--- config.mk ---
export PLATFORM = sky130hd
export DESIGN_NAME = score_keeper
export DESIGN_NICKNAME = d
export VERILOG_FILES = /design/src/rtl/score_keeper.sv
export SDC_FILE = /design/constraint.sdc
export NUM_CORES = 1
export LEC_CHECK = 0
export CORE_MARGIN = 8
export CORE_UTILIZATION = 35
export CTS_CLUSTER_DIAMETER = 50
export CTS_CLUSTER_SIZE = 10
export DETAILED_ROUTE_END_ITERATION = 10
export PLACE_DENSITY = 0.63
export SKIP_CTS_REPAIR_TIMING = 1
export SKIP_LAST_GASP = 1
export SLEW_MARGIN = 20
export SYNTH_ARGS = -nofsm -noshare
export SYNTH_HDL_FRONTEND = slang
export SYNTH_SLANG_ARGS = --single-unit
--- constraint.sdc ---
create_clock -name lcd_clk -period 4.5 [get_ports lcd_clk]
set_input_delay 0.45 -clock lcd_clk [delete_from_list [all_inputs] [get_ports lcd_clk]]
set_output_delay 0.45 -clock lcd_clk [all_outputs]
set_load 0.005 [all_outputs]
--- src/rtl/score_keeper.sv ---
// Game-score controller: round-robin point-add arbitration onto a saturating score,
// followed by a fixed-latency high-score compare/commit sequence at game over.
module score_keeper #(
    parameter int N_SRC     = 4,
    parameter int SCORE_W   = 14,
    parameter int PTS_W     = 8,
    parameter int SCORE_MAX = 9999
) (
    input  logic                     lcd_clk,
    input  logic                     rst_n,
    input  logic                     game_start,
    input  logic                     game_over,
    input  logic [N_SRC-1:0]         add_req,
    input  logic [N_SRC*PTS_W-1:0]   add_pts,
    output logic [N_SRC-1:0]         add_ack,
    output logic [SCORE_W-1:0]       score,
    output logic [SCORE_W-1:0]       high_score,
    output logic                     new_record,
    output logic                     game_over_finished,
    output logic                     playing
);

    // state   | meaning
    // IDLE    | between games, score holds last result
    // PLAY    | arbitrating point adds
    // COMPARE | latch score > high_score
    // COMMIT  | update high_score / new_record
    // DONE    | game_over_finished pulse

    localparam int PTR_W = (N_SRC > 1) ? $clog2(N_SRC) : 1;

    typedef enum logic [2:0] {
        S_IDLE,
        S_PLAY,
        S_COMPARE,
        S_COMMIT,
        S_DONE
    } state_t;

    state_t             state;
    logic [PTR_W-1:0]   rr_ptr;
    logic               better;

    logic [N_SRC-1:0]   eligible;
    logic               grant_vld;
    logic [PTR_W-1:0]   grant_idx;
    logic [PTR_W-1:0]   cand_idx;
    logic [PTR_W-1:0]   ptr_next;
    logic [PTS_W-1:0]   grant_pts;
    logic [SCORE_W:0]   sum_ext;
    logic [SCORE_W-1:0] score_next;
    int                 cand;

    // Scan from highest offset down so the lowest offset from rr_ptr wins.
    always_comb begin
        eligible  = add_req & ~add_ack;
        grant_vld = 1'b0;
        grant_idx = '0;
        cand      = 0;
        cand_idx  = '0;
        for (int j = N_SRC - 1; j >= 0; j--) begin
            cand = int'(rr_ptr) + j;
            if (cand >= N_SRC) begin
                cand = cand - N_SRC;
            end
            cand_idx = PTR_W'(cand);
            if (eligible[cand_idx]) begin
                grant_vld = 1'b1;
                grant_idx = cand_idx;
            end
        end
    end

    always_comb begin
        grant_pts = add_pts[grant_idx*PTS_W +: PTS_W];
        sum_ext   = {1'b0, score} + (SCORE_W+1)'(grant_pts);
        if (sum_ext > (SCORE_W+1)'(SCORE_MAX)) begin
            score_next = SCORE_W'(SCORE_MAX);
        end else begin
            score_next = sum_ext[SCORE_W-1:0];
        end
        if (grant_idx == PTR_W'(N_SRC - 1)) begin
            ptr_next = '0;
        end else begin
            ptr_next = grant_idx + 1'b1;
        end
    end

    always_ff @(posedge lcd_clk or negedge rst_n) begin
        if (!rst_n) begin
            state              <= S_IDLE;
            rr_ptr             <= '0;
            better             <= 1'b0;
            add_ack            <= '0;
            score              <= '0;
            high_score         <= '0;
            new_record         <= 1'b0;
            game_over_finished <= 1'b0;
            playing            <= 1'b0;
        end else begin
            add_ack            <= '0;
            game_over_finished <= 1'b0;
            case (state)
                S_IDLE: begin
                    if (game_start) begin
                        score      <= '0;
                        new_record <= 1'b0;
                        playing    <= 1'b1;
                        state      <= S_PLAY;
                    end
                end
                S_PLAY: begin
                    if (game_over) begin
                        playing <= 1'b0;
                        state   <= S_COMPARE;
                    end else if (grant_vld) begin
                        score              <= score_next;
                        add_ack[grant_idx] <= 1'b1;
                        rr_ptr             <= ptr_next;
                    end
                end
                S_COMPARE: begin
                    better <= (score > high_score);
                    state  <= S_COMMIT;
                end
                S_COMMIT: begin
                    if (better) begin
                        high_score <= score;
                        new_record <= 1'b1;
                    end else begin
                        new_record <= 1'b0;
                    end
                    game_over_finished <= 1'b1;
                    state              <= S_DONE;
                end
                S_DONE: begin
                    state <= S_IDLE;
                end
                default: begin
                    state <= S_IDLE;
                end
            endcase
        end
    end

endmodule
==> results of run 1 <==
routing by layer:
layer / track usage [%] / part of all wire [%] / vias up
li1: - / - / 1411
met3: 2.246 / 4.7 / 7
met1: 16.61 / 45 / 1275
met5: 0 / 0 / -
met2: 23.66 / 49 / 65
met4: 4.790 / 1.5 / 0
cell usage in the layout (no fill, tap or decap), types with 11 or more instances in the layout:
master	netlist	routed
nand2_1	23	23
dfrtp_1	41	41
nand2b_1	11	11
o21ai_0	22	20
buf_4	0	29
clkdlybuf4s50_1	0	73
ha_1	27	27
mux2_2	13	13
and2_1	13	13
a21oi_1	27	26
nor2_1	22	22
inv_1	21	21
layout make-up:
type	count	area (um^2)	area share [%]
clock buffer	5	68.82	1.637
clock inverter	3	17.52	0.4168
inverter	22	82.58	1.965
multi-input combinational	259	1899	45.19
sequential	41	1026	24.41
tap	108	135.1	3.215
timing repair buffer	104	973.4	23.16
through the flow:
step | area, um^2 | util (%) | hold WS, ps | worst slack (ps) | power [mW]
floorplan | 3032 | - | 154.4 | 217.7 | 1.553
global placement | 4074 | 47.64 | 482.9 | 60.60 | 2.148
detailed placement | 4074 | 47.64 | 508.2 | -17.21 | 2.165
CTS | 4160 | 48.65 | 309.8 | 271.3 | 2.413
global route | 4203 | 49.15 | 354.0 | 5.547 | 2.656
finish | 4203 | 49.15 | 275.5 | 300.4 | 2.421
state kept, by name, indices dropped and copies added, names as in the netlist:
register            flops
new_record              1
playing                 1
high_score             14
add_ack                 4
state                   3
rr_ptr                  2
better                  1
game_over_finished      1
score                  14
kinds of logic after synthesis:
family          synth area share [%]
compound gates                 23.15
xor+xnor                       2.311
fa+ha+maj                      11.80
buf+inv                        4.375
flops                          33.84
mux                            7.470
simple gates                   17.05
worst max-delay path by stage:
stage / endpoint / startpoint / cells past startpoint
after floorplan: score[5] / add_req[0] / 16
after global placement: score[11] / add_req[1] / 19
after detailed placement: score[0] / add_req[1] / 20
after CTS: score[1] / add_req[1] / 20
after global routing: score[1] / add_req[0] / 22
final: score[1] / add_req[3] / 18
cells in the mapped netlist (all sizes together) (4+ instances only):
master   n  area [um^2]
a211oi  10        80.07
a21o     6        45.04
a21oi   28        143.9
a22o     6        52.55
and2    13        81.33
clkbuf   9        35.03
dfrtp   41         1026
ha      27        337.8
inv     21        78.83
mux2    13        146.4
mux2i    8        80.08
nand2   23        86.33
nand2b  11        68.82
nand3    6        30.03
nor2    22        82.58
nor2b    6        37.54
o21a     5        37.54
o21ai   23        115.1
xnor2    4        35.03
xor2     4        35.03
power by group:
| group | leakage, nW | switching [mW] | internal [mW] |
|---|---|---|---|
| Sequential | 0.545 | 0.127 | 0.469 |
| Clock | 0.0439 | 0.125 | 0.107 |
| Combinational | 1.24 | 0.759 | 0.833 |
| Total | 1.83 | 1.01 | 1.41 |
worst register-to-register path: stages, from the launching register on:
cell and delay [ps]:
dfrtp_1 380, nand2b_1 160, buf_4 150, o21ai_1 160, a21oi_2 100, buf_4 180
buf_12 150, and2_1 160, a211oi_1 180, a21oi_1 90, ha_1 340, a211oi_2 270
nor2_1 90, o31a_1 310, buf_4 150, or3_2 440, o311ai_1 170, a21oi_4 150
buf_4 170, nand2b_1 70, a22o_1 110
==> impl_metrics.py, run 1 <==
metrics = {
    "drt": {
        "drtIter0Drc": 91,
        "antenna_left": 0,
        "via_per_inst": 5.089,
        "drc": 0,
        "wirelength_um": 7934,
        "avgRoutedWirePerCell_um": 14.64,
        "vias": 2758,
        "dr.pass1.iters": 4,
    },
    "worst_setup_path": {
        "worst_path_max_delay_cell": "clkdlybuf4s50_1",
        "reg2reg_to": "score[1]",
        "path_cells": "clkdlybuf4s50_1 -> nor2b_1 -> o21ai_0 -> a221oi_2 -> buf_4 -> a211oi_1 -> a21oi_1 -> ha_1 -> a211oi_2 -> nor2_1 -> o31a_1 -> buf_4 -> or3_2 -> o311ai_1 -> a21oi_4 -> buf_4 -> nand2b_1 -> a22o_1",
        "cp_top_family": "compound AO/OA/AOI/OAI gates",
        "critPathLaunchType": "input port",
        "worst_ep_required_time_ps": 4730,
        "rrSetupSlack_ps": 460,
        "critPathCaptureType": "flop",
        "path_buf_inv": 4,
        "worstPathArrival_ps": 4430,
        "worstSetupPathType": "input port to flop",
        "timing.rr.start": "add_ack[0]",
        "cpPeakStageDelay_ps": 470,
        "critical_path.max_fanout": 12,
        "crit_path_frequent_cell": "buf_4",
        "reg2regPathDepth": 20,
    },
    "grt": {
        "grt_max_degree": 42,
        "grt_pass1_wl_um": 13200,
        "gr-total-overflow": 0,
        "track_usage_pct": 13.63,
        "antenna_found_initial": 0,
        "grt_pass1_vias": 2784,
    },
    "synthesis": {
        "ys_types": 54,
        "synth.yosys.seq_area_share_pct": 33.84,
        "ys_ff_latch": 41,
        "syn_area_um2": 3032,
        "yosysWarnings": 0,
        "synth_edf_count": 0,
        "synth-main-ff-cell": "dfrtp_1",
        "syn-instance-count": 334,
        "syn_area_per_cell_um2": 9.077,
        "postSynth.asyncResetShare_pct": 100.0,
        "syn-num-nets": 402,
    },
    "place": {
        "placed_cells": 531,
        "io_buffers": 74,
        "hpwl_um": 6278,
        "gp_congestion": 0.8198,
    },
    "cells_and_area": {
        "nFillCells": 828,
        "finalNetCount": 501,
        "final_layout_size_suffix_gt1_share_pct": 15.21,
        "num_antenna_cells": 0,
        "area_growth_syn_to_layout_pct": 38.63,
        "instances_no_fill": 542,
    },
    "floorplan": {
        "die_w_um": 109.1,
        "die_area_um2": 11900,
        "rows": 34,
        "start_util_pct": 35.46,
        "ioPinCount": 75,
        "core_um2": 8551,
        "dieHeight_um": 109.1,
    },
    "power_and_ir_drop": {
        "peakVddDrop_v": 0.0002349,
        "power.density_nw_per_um2": 576.0,
        "p_leak_nw": 1.832,
    },
    "timing": {
        "worst_pin_slew_ps": 883.1,
        "finalCritPeriodShare_pct": 93.33,
        "rsz0062_at_grt": "no",
        "setup_tns_ps": 0,
        "max_freq_ghz": 0.2381,
        "finalSetupViolCount": 0,
        "finalClockSkew_ps": 8.569,
        "hold_viol_final": 0,
        "slew_violations": 0,
        "maxSlewHeadroom_pct": 41.13,
        "fin_crit_ps": 4200,
    },
    "cts": {
        "cts_buffer_depth": 2,
        "clk_latency_ps": 290,
        "cts.clk_slew.worst_paths_ps": 80,
        "htree_levels": 2,
        "cts_root_buffer": "clkbuf_8",
        "cts_made_buffers": 5,
        "cts_sinks": 41,
        "cts_tree": "done",
    },
    "outcome": {
        "status": "complete, no violations",
    },
    "min_path": {
        "hold_class": "input port to async pin",
    },
    "flow_run": {
        "maxCapViolations": 0,
    },
}
No activity file was read; power rests on OpenSTA's default activity.
==> inputs of run 2 (changes only) <==
Settings changed: CTS_BUF_LIST set to sky130_fd_sc_hd__clkbuf_8 sky130_fd_sc_hd__clkbuf_16.
==> results of run 2 <==
The final DEF is identical to that of run 1; final timing and power are the same.
